### src/rtl/instr_encoder_loader_if.sv
// Request-beat stream into the loader and the instruction-memory write bus out of it.
// The loader side uses the slave modport; the driver of requests uses master.
interface instr_encoder_loader_if #(
  parameter int ADDR_W = 6
);
  logic              in_valid;
  logic              in_ready;
  logic [6:0]        in_op_code;
  logic [4:0]        in_rd;
  logic [4:0]        in_rs1;
  logic [4:0]        in_rs2;
  logic [2:0]        in_func3;
  logic              in_func7b5;
  logic [12:0]       in_imm;
  logic              in_last;
  logic              imem_we;
  logic [ADDR_W-1:0] imem_addr;
  logic [31:0]       imem_wdata;

  modport master (
    output in_valid, in_op_code, in_rd, in_rs1, in_rs2, in_func3, in_func7b5, in_imm, in_last,
    input  in_ready, imem_we, imem_addr, imem_wdata
  );

  modport slave (
    input  in_valid, in_op_code, in_rd, in_rs1, in_rs2, in_func3, in_func7b5, in_imm, in_last,
    output in_ready, imem_we, imem_addr, imem_wdata
  );
endinterface

### src/rtl/instr_encoder_loader.sv
// Packs field-level instruction requests into RV32I words (R/I/S/B) and writes them to
// consecutive instruction-memory words, holding the core until a clean load completes.
module instr_encoder_loader #(
  parameter int ADDR_W    = 6,
  parameter int BASE_ADDR = 0
) (
  input  logic                  clk,
  input  logic                  reset,
  input  logic                  start,
  instr_encoder_loader_if.slave bus,
  output logic                  cpu_hold,
  output logic                  done,
  output logic                  error,
  output logic [1:0]            err_code,
  output logic [ADDR_W:0]       count
);
  localparam logic [6:0] OP_LOAD  = 7'b0000011;
  localparam logic [6:0] OP_IALU  = 7'b0010011;
  localparam logic [6:0] OP_STORE = 7'b0100011;
  localparam logic [6:0] OP_RALU  = 7'b0110011;
  localparam logic [6:0] OP_BR    = 7'b1100011;

  localparam logic [ADDR_W:0]   LAST_FREE = (ADDR_W+1)'((2**ADDR_W) - 1);
  localparam logic [ADDR_W-1:0] BASE      = ADDR_W'(BASE_ADDR);

  typedef enum logic [1:0] {S_IDLE, S_LOAD, S_DONE} state_t;

  state_t            state_reg, state_next;
  logic [ADDR_W:0]   count_reg, count_next;
  logic              error_reg, error_next;
  logic [1:0]        code_reg, code_next;
  logic              we_reg, we_next;
  logic [ADDR_W-1:0] addr_reg, addr_next;
  logic [31:0]       wdata_reg, wdata_next;

  logic [31:0] word;
  logic        bad_op;
  logic        misaligned;
  logic        accept;

  always_comb begin
    word   = 32'h0;
    bad_op = 1'b0;
    case (bus.in_op_code)
      OP_LOAD, OP_IALU:
        word = {bus.in_imm[11:0], bus.in_rs1, bus.in_func3, bus.in_rd, bus.in_op_code};
      OP_STORE:
        word = {bus.in_imm[11:5], bus.in_rs2, bus.in_rs1, bus.in_func3, bus.in_imm[4:0],
                bus.in_op_code};
      OP_RALU:
        word = {1'b0, bus.in_func7b5, 5'b00000, bus.in_rs2, bus.in_rs1, bus.in_func3, bus.in_rd,
                bus.in_op_code};
      OP_BR:
        word = {bus.in_imm[12], bus.in_imm[10:5], bus.in_rs2, bus.in_rs1, bus.in_func3,
                bus.in_imm[4:1], bus.in_imm[11], bus.in_op_code};
      default:
        bad_op = 1'b1;
    endcase
  end

  assign misaligned = (bus.in_op_code == OP_BR) && bus.in_imm[0];
  // Capacity is exhausted once the MSB of count is set; the address can never wrap.
  assign bus.in_ready = (state_reg == S_LOAD) && !count_reg[ADDR_W];
  assign accept       = bus.in_valid && bus.in_ready && !start;

  always_comb begin
    state_next = state_reg;
    count_next = count_reg;
    error_next = error_reg;
    code_next  = code_reg;
    we_next    = 1'b0;
    addr_next  = addr_reg;
    wdata_next = wdata_reg;
    if (start) begin
      state_next = S_LOAD;
      count_next = '0;
      error_next = 1'b0;
      code_next  = 2'b00;
      addr_next  = BASE;
    end else if (accept) begin
      if (bad_op || misaligned) begin
        // Beat is consumed without a write; only the first error of a session is recorded.
        if (!error_reg) begin
          error_next = 1'b1;
          code_next  = bad_op ? 2'b01 : 2'b11;
        end
        if (bus.in_last) state_next = S_DONE;
      end else begin
        we_next    = 1'b1;
        addr_next  = BASE + count_reg[ADDR_W-1:0];
        wdata_next = word;
        count_next = count_reg + 1'b1;
        if (bus.in_last) begin
          state_next = S_DONE;
        end else if (count_reg == LAST_FREE) begin
          state_next = S_DONE;
          if (!error_reg) begin
            error_next = 1'b1;
            code_next  = 2'b10;
          end
        end
      end
    end
  end

  always_ff @(posedge clk) begin
    if (reset) begin
      state_reg <= S_IDLE;
      count_reg <= '0;
      error_reg <= 1'b0;
      code_reg  <= 2'b00;
      we_reg    <= 1'b0;
      addr_reg  <= BASE;
      wdata_reg <= 32'h0;
    end else begin
      state_reg <= state_next;
      count_reg <= count_next;
      error_reg <= error_next;
      code_reg  <= code_next;
      we_reg    <= we_next;
      addr_reg  <= addr_next;
      wdata_reg <= wdata_next;
    end
  end

  // A reset raised during the write cycle kills the strobe immediately.
  assign bus.imem_we    = we_reg && !reset;
  assign bus.imem_addr  = addr_reg;
  assign bus.imem_wdata = wdata_reg;
  assign done           = (state_reg == S_DONE);
  assign cpu_hold       = (state_reg != S_DONE) || error_reg;
  assign error          = error_reg;
  assign err_code       = code_reg;
  assign count          = count_reg;
endmodule

### src/flat_wrapper.sv
// flat-port wrapper written by rule: the top's interface ports become plain ports
module instr_encoder_loader_flat 
#(
  parameter int ADDR_W    = 6,
  parameter int BASE_ADDR = 0
)
  (clk, reset, start, cpu_hold, done, error, err_code, count, bus_in_valid, bus_in_op_code, bus_in_rd, bus_in_rs1, bus_in_rs2, bus_in_func3, bus_in_func7b5, bus_in_imm, bus_in_last, bus_in_ready, bus_imem_we, bus_imem_addr, bus_imem_wdata);
  instr_encoder_loader_if #(.ADDR_W(ADDR_W)) bus_i ();
  input  logic clk;
  input  logic reset;
  input  logic start;
  output logic cpu_hold;
  output logic done;
  output logic error;
  output logic [1:0] err_code;
  output logic [ADDR_W:0] count;
  input wire logic [$bits(bus_i.in_valid)-1:0] bus_in_valid;
  input wire logic [$bits(bus_i.in_op_code)-1:0] bus_in_op_code;
  input wire logic [$bits(bus_i.in_rd)-1:0] bus_in_rd;
  input wire logic [$bits(bus_i.in_rs1)-1:0] bus_in_rs1;
  input wire logic [$bits(bus_i.in_rs2)-1:0] bus_in_rs2;
  input wire logic [$bits(bus_i.in_func3)-1:0] bus_in_func3;
  input wire logic [$bits(bus_i.in_func7b5)-1:0] bus_in_func7b5;
  input wire logic [$bits(bus_i.in_imm)-1:0] bus_in_imm;
  input wire logic [$bits(bus_i.in_last)-1:0] bus_in_last;
  output wire logic [$bits(bus_i.in_ready)-1:0] bus_in_ready;
  output wire logic [$bits(bus_i.imem_we)-1:0] bus_imem_we;
  output wire logic [$bits(bus_i.imem_addr)-1:0] bus_imem_addr;
  output wire logic [$bits(bus_i.imem_wdata)-1:0] bus_imem_wdata;
  assign bus_i.in_valid = bus_in_valid;
  assign bus_i.in_op_code = bus_in_op_code;
  assign bus_i.in_rd = bus_in_rd;
  assign bus_i.in_rs1 = bus_in_rs1;
  assign bus_i.in_rs2 = bus_in_rs2;
  assign bus_i.in_func3 = bus_in_func3;
  assign bus_i.in_func7b5 = bus_in_func7b5;
  assign bus_i.in_imm = bus_in_imm;
  assign bus_i.in_last = bus_in_last;
  assign bus_in_ready = bus_i.in_ready;
  assign bus_imem_we = bus_i.imem_we;
  assign bus_imem_addr = bus_i.imem_addr;
  assign bus_imem_wdata = bus_i.imem_wdata;
  instr_encoder_loader #(.ADDR_W(ADDR_W), .BASE_ADDR(BASE_ADDR)) u_core (.clk(clk), .reset(reset), .start(start), .bus(bus_i), .cpu_hold(cpu_hold), .done(done), .error(error), .err_code(err_code), .count(count));
endmodule
### config.mk
export PLATFORM = sky130hd
export DESIGN_NAME = instr_encoder_loader_flat
export DESIGN_NICKNAME = d
export VERILOG_FILES = /design/src/rtl/instr_encoder_loader_if.sv /design/src/rtl/instr_encoder_loader.sv /design/src/flat_wrapper.sv
export SDC_FILE = /design/constraint.sdc
export NUM_CORES = 1
export LEC_CHECK = 0
export ABC_AREA = 1
export ABC_CLOCK_PERIOD_IN_PS = 1700
export BUFFER_PORTS_ARGS = -buffer_cell sky130_fd_sc_hd__buf_4
export CORE_MARGIN = 10
export CORE_UTILIZATION = 47
export DETAILED_ROUTE_END_ITERATION = 6
export PLACE_DENSITY_LB_ADDON = 0.15
export SLEW_MARGIN = 20
export SYNTH_ARGS = -nofsm -noshare
export SYNTH_HDL_FRONTEND = slang
export SYNTH_SLANG_ARGS = --single-unit
### constraint.sdc
create_clock -name clk -period 1.7 [get_ports clk]
set_clock_uncertainty 0.15 [all_clocks]
set_input_delay 0.085 -clock clk [delete_from_list [all_inputs] [get_ports clk]]
set_output_delay 0.085 -clock clk [all_outputs]
set_load 0.01 [all_outputs]
### After elaboration in Yosys (flattened, before gate mapping)

Index checks and enable logic that the tools add are counted.

| cells by class | value |
|---|---|
| add/sub/neg operators | 1 |
| equality and inequality tests | 12 |
| mux-type cells | 18 |
| bitwise gates (word level) | 4 |
| reductions and logical operators | 24 |

Operators with widths:

| kind | count |
|---|---|
| $pmux W32 S4 | 1 |
| $eq A7 B6 Y1 const B | 3 |
| $mux W2 | 10 |
| $reduce_and A3 Y1 | 4 |
| $add A7 B1 Y7 const B | 1 |
| $eq A7 B2 Y1 const B | 1 |
| $eq A7 B5 Y1 const B | 1 |
| $eq A7 B7 Y1 const B | 1 |
| $mux W1 | 7 |
| $reduce_bool A2 Y1 | 3 |
| $logic_and A1 B1 Y1 | 5 |
| $reduce_or A5 Y1 | 1 |
| $ne A2 B2 Y1 const B | 2 |
| $not A1 Y1 | 4 |
| $reduce_and A4 Y1 | 1 |
| $reduce_or A2 Y1 | 2 |
| $logic_not A1 Y1 | 3 |
| $ne A3 B3 Y1 const B | 1 |
| $reduce_bool A3 Y1 | 1 |
| $reduce_or A3 Y1 | 1 |
| $eq A2 B1 Y1 const B | 1 |
| $eq A2 B2 Y1 const B | 1 |
| $logic_or A1 B1 Y1 | 2 |
| $ne A2 B1 Y1 const B | 1 |
| $reduce_and A2 Y1 | 1 |

| word-level totals | value |
|---|---|
| register bits after elaboration | 51 |
| input bits | 44 |
| word-level logic and storage cells | 67 |

### Logic depth before layout (Yosys ltp)

| depth | value |
|---|---|
| depth after elaboration | 7 |
| depth in mapped cells | 10 |

### Worst setup path before layout

Ideal clock, no wire load.

| path | value |
|---|---|
| path kind | register -> register |
| from | register u_core.state_reg[1] |
| to | register u_core.wdata_reg[24], in the netlist u_core.bus.imem_wdata[24] |
| library setup time | 0.116 ns |
| data arrival time | 1.290 ns |
| slack | 0.145 ns |
| cell stages (with the launch flop) | 11 |
| buffers on the path | 2 |
| clock period less this slack | 1.555 ns |
| path through | dfxtp_1 -> inv_2 -> nand2_1 -> nor2_2 -> nand3b_2 -> inv_1 -> nand2_1 -> buf_6 -> buf_6 -> nor2_1 -> nor2_1 |

| on the way | value |
|---|---|
| word-level cells in the longest chain between the ends | 5 |

RTL lines:

| item | line | RTL |
|---|---|---|
| from (decl) | instr_encoder_loader.sv:28 | `state_t state_reg, state_next;` |
| from (signal assigned) | instr_encoder_loader.sv:116 | `state_reg <= state_next;` |
| $eq A2 B1 Y1 | instr_encoder_loader.sv:63 | `assign bus.in_ready = (state_reg == S_LOAD) && !count_reg[ADDR_W];` |
| $logic_and A1 B1 Y1 | instr_encoder_loader.sv:63 |  |
| named net bus_in_ready | flat_wrapper.sv:26 | `output wire logic [$bits(bus_i.in_ready)-1:0] bus_in_ready;` |
| $logic_and A1 B1 Y1 (2 in a row) | instr_encoder_loader.sv:64 | `assign accept = bus.in_valid && bus.in_ready && !start;` |
| $reduce_and A3 Y1 (no source line) | - |  |
| to (signal assigned) | instr_encoder_loader.sv:122 | `wdata_reg <= wdata_next;` |
| to (decl) | instr_encoder_loader.sv:34 | `logic [31:0] wdata_reg, wdata_next;` |

The timed path passes the listed nets, and every way through them passes these cells.
A chain may end at the register's enable or synchronous reset.

### Worst setup path in the final report

| path | value |
|---|---|
| from | input port bus_in_op_code[3] |
| to | register u_core.wdata_reg[31], in the netlist u_core.bus.imem_wdata[31] |

| on the way | value |
|---|---|
| word-level cells in the longest chain between the ends | 6 |
| elaborated cells between the ends (all ways) | 13 |
| classes of those cells | eq/ne: 5; mux: 2; bitwise: 1; reduce/logical: 5 |

RTL lines:

| item | line | RTL |
|---|---|---|
| from (decl) | flat_wrapper.sv:18 | `input wire logic [$bits(bus_i.in_op_code)-1:0] bus_in_op_code;` |
| $eq A7 B2 Y1, or another cell as far along | instr_encoder_loader.sv:44 | `case (bus.in_op_code)` |
| $reduce_or A5 Y1 (no source line) | - |  |
| $mux W1 | instr_encoder_loader.sv:44 |  |
| $logic_or A1 B1 Y1 | instr_encoder_loader.sv:81 | `if (bad_op \|\| misaligned) begin` |
| $not A1 Y1 (no source line) | - |  |
| $reduce_and A3 Y1 (no source line) | - |  |

Parallel ways exist; a longest one is shown, timed or not.

==> qor.txt <==
Outcome: complete, no violations
Initial Util: 48.2%
Crit. End Element: flop
IO Count: 96
Initial antenna violation count: 1
Reg2Reg Setup Slack: 0.13 ns
Final Wtd Congestion: 0.840
Pint: 1.78 mW
Cell Count Post-Placement: 456
Clock power frac: 37.1%
Max reg flops: 32
Average via count per standard cell: 4.81
Largest net degree at the start of global routing: 39
DRT Pass-1 Iters: 4
Max Cap Viol: 0
P_sw: 0.512 mW
Worst path max stage delay: 0.54 ns
Post-route ant nets: 0
Clock transition at path regs: 0.09 ns
RSZ-0062 raised after global routing: false
Fin nets: 489
#FFs+latches synth: 51
Leakage power: 1.70 nW
R2R depth: 8
Die height: 89.4 µm
Layout area overhead: 56.6%
Peak VDD IR: 322 µV
F_max: 623 MHz
Syn Std Cell Area: 2260 µm²
Register share of total power: 52.6%
Normalized max-slew margin: 64.7%
Syn Nets: 357
Yosys Warn Count: 0
Power per cell area: 646 nW/µm²
Dpl ws: 0.0526 ns
Drt drc: 0
Count leader, synth: nor2_1
WS Path Type: in -> reg
WL final: 7.04 mm
Fin Setup TNS: 0 ns
Yosys cell types: 24
Share of cells above drive strength 1: 31.2%
Core ar.: 4690 µm²
Post-synth EDFFs: 0
Final Slew Violations: 0
Post-synth top cells: nor2_1, nand2_1, dfxtp_1, o21ai_0, inv_1
Share of the synthesized area in the top cell type: 45.1%
R2R Path End: u_core.bus.imem_wdata[22]$_SDFFE_PP0P_
Total number of vias: 2405
H-tree levels: 2
Fin crit period: 1.60 ns
1st-iter DRT viols: 106
Global route overflow: 0
CTS tree: built
Crit path from: bus_in_op_code[3]
Die footprint: 7990 µm²
Post-synthesis cell count: 312
Crit path cell chain: buf_4, nor2_2, nand3_2, nor2_2, nand2_1, nand3_1, dlygate4sd3_1, nor2_1, nor2_1
CTS Buf Count: 5
Input/output buffers: 95
Tot Pwr: 2.29 mW
Row count: 25
Worst Setup EP: u_core.bus.imem_wdata[31]$_SDFFE_PP0P_
Nature of the critical path startpoint: primary input
Ys async rst share: 0%
Final period utilization: 94.4%
Logic pwr share: 10.3%
Final setup viols: 0
CTS Buffer Depth: 2
DP Area: 3040 µm²
Vias in the first global route: 2348
Slew @ Worst Pin: 0.529 ns
Sequential share of the synthesized area: 45.1%
Ys flop type: dfxtp_1
Routed len/inst: 14.1 µm
Gr usage total: 17.2%
Die Width: 89.4 µm
Fill count: 356
R2R Path Start: u_core.state_reg[0]$_SDFFE_PP0P_
Critical Path Slowest Stage Cell: dlygate4sd3_1
Arrival time worst endpoint: 1.70 ns
Fin cells: 500
Yosys top cell by area: dfxtp_1
Hold crit path type: in -> reg
Req. time, crit path: 1.79 ns
Clk root buf: clkbuf_8
First-pass GRT wire length: 11.0 mm
Hold Vio Cnt, Final: 0
Skew-Pair Late Insertion Delay: 0.30 ns
Final setup margin: 0.0954 ns
Top post-synthesis cells by area: dfxtp_1, nor2_1, nand2_1, o21ai_0, nand3_1
Num Clock Sinks: 51
Design Area, Final: 3540 µm²
Max Fanout on Critical Path: 6
DP HPWL: 4.86 mm
Syn_area_per_cell: 7.25 µm²
Switching Share: 22.4%
## metal layers
layer,vias to the layer above,routed length (µm),GRT usage (%)
met2,77,3460,30.6
met4,0,121,4.77
met3,10,568,6.11
li1,1251,-,-
met1,1067,2890,18.8
met5,-,0,0
## logic make-up (layout without fill, tap and decap cells)
family	Yosys count	after routing	synth area share, %
XOR/XNOR	4	4	1.55
AO/OA/AOI/OAI	49	49	12.5
buffers and inverters	34	167	7.80
other	0	1	0
adder cells (fa/ha/maj)	1	1	0.553
AND/OR/NAND/NOR	173	173	32.5
flip-flops	51	51	45.1
## power groups by stage
| stage | Clock [mW] | Combinational (mW) | Sequential, mW |
|---|---|---|---|
| after detailed placement | 0 | 0.179 | 1.23 |
| after CTS | 0.862 | 0.232 | 1.20 |
| after floorplan | 0 | 0.0650 | 1.23 |
| after global placement | 0 | 0.177 | 1.23 |
| final | 0.849 | 0.236 | 1.20 |
| after global routing | 0.921 | 0.258 | 1.20 |
## cell type report
class / count / area, µm² / share of cell area, %
clock buffer: 5 / 68.8 / 1.94
timing repair buffer: 137 / 1170 / 33.0
multi-input combinational: 227 / 1090 / 30.7
inverter: 22 / 82.6 / 2.33
antenna: 1 / 2.50 / 0.0706
tap: 54 / 67.6 / 1.91
clock inverter: 3 / 43.8 / 1.24
sequential: 51 / 1020 / 28.8
## through the flow
step           util (%)  hold WS (ns)
6_report           75.5        0.0184
5_1_grt            75.5        0.0578
4_1_cts            74.4        0.0156
3_5_place_dp       64.8         0.163
3_3_place_gp       64.8         0.155
2_1_floorplan         -       0.00407
## critical path: cells and delay by family
kind          cells  cell delay [ns]
buf+inv           2             0.65
simple gates      7             0.96
## how the worst min path moves through the flow
| stage | startpoint | end | slack, ns | cells past startpoint |
|---|---|---|---|---|
| global placement | bus_in_imm[7] | u_core.bus.imem_wdata[27]$_SDFFE_PP0P_ | 0.15 | 3 |
| global route | bus_in_rs2[2] | u_core.bus.imem_wdata[22]$_SDFFE_PP0P_ | 0.06 | 5 |
| finish | bus_in_rs2[1] | u_core.bus.imem_wdata[21]$_SDFFE_PP0P_ | 0.02 | 5 |
| detailed placement | bus_in_imm[8] | u_core.bus.imem_wdata[28]$_SDFFE_PP0P_ | 0.16 | 3 |
| floorplan | reset | u_core.bus.imem_wdata[4]$_SDFFE_PP0P_ | 0.004 | 1 |
| CTS | bus_in_rs2[2] | u_core.bus.imem_wdata[22]$_SDFFE_PP0P_ | 0.02 | 5 |
## timing repair
item                                    4_1_cts  5_1_grt
hold buffers                                 34        0
buffers inserted                              0        0
hold endpoints to repair                     32        0
endpoints found under the setup margin        0       28
resized for setup                             0       10
## cell usage in the layout (no fill, tap or decap), drive strengths merged
cell type,netlist,routed
a21oi,14,14
buf,9,102
bufinv,0,1
clkbuf,3,6
clkinv,0,2
dfxtp,51,51
diode,0,1
dlygate4sd3,0,34
ha,1,1
inv,22,22
nand2,73,73
nand3,21,21
nand3b,1,1
nor2,76,76
nor3,2,2
o211ai,1,1
o21a,2,2
o21ai,32,32
xor2,4,4
No activity file was read; power rests on OpenSTA's default activity.
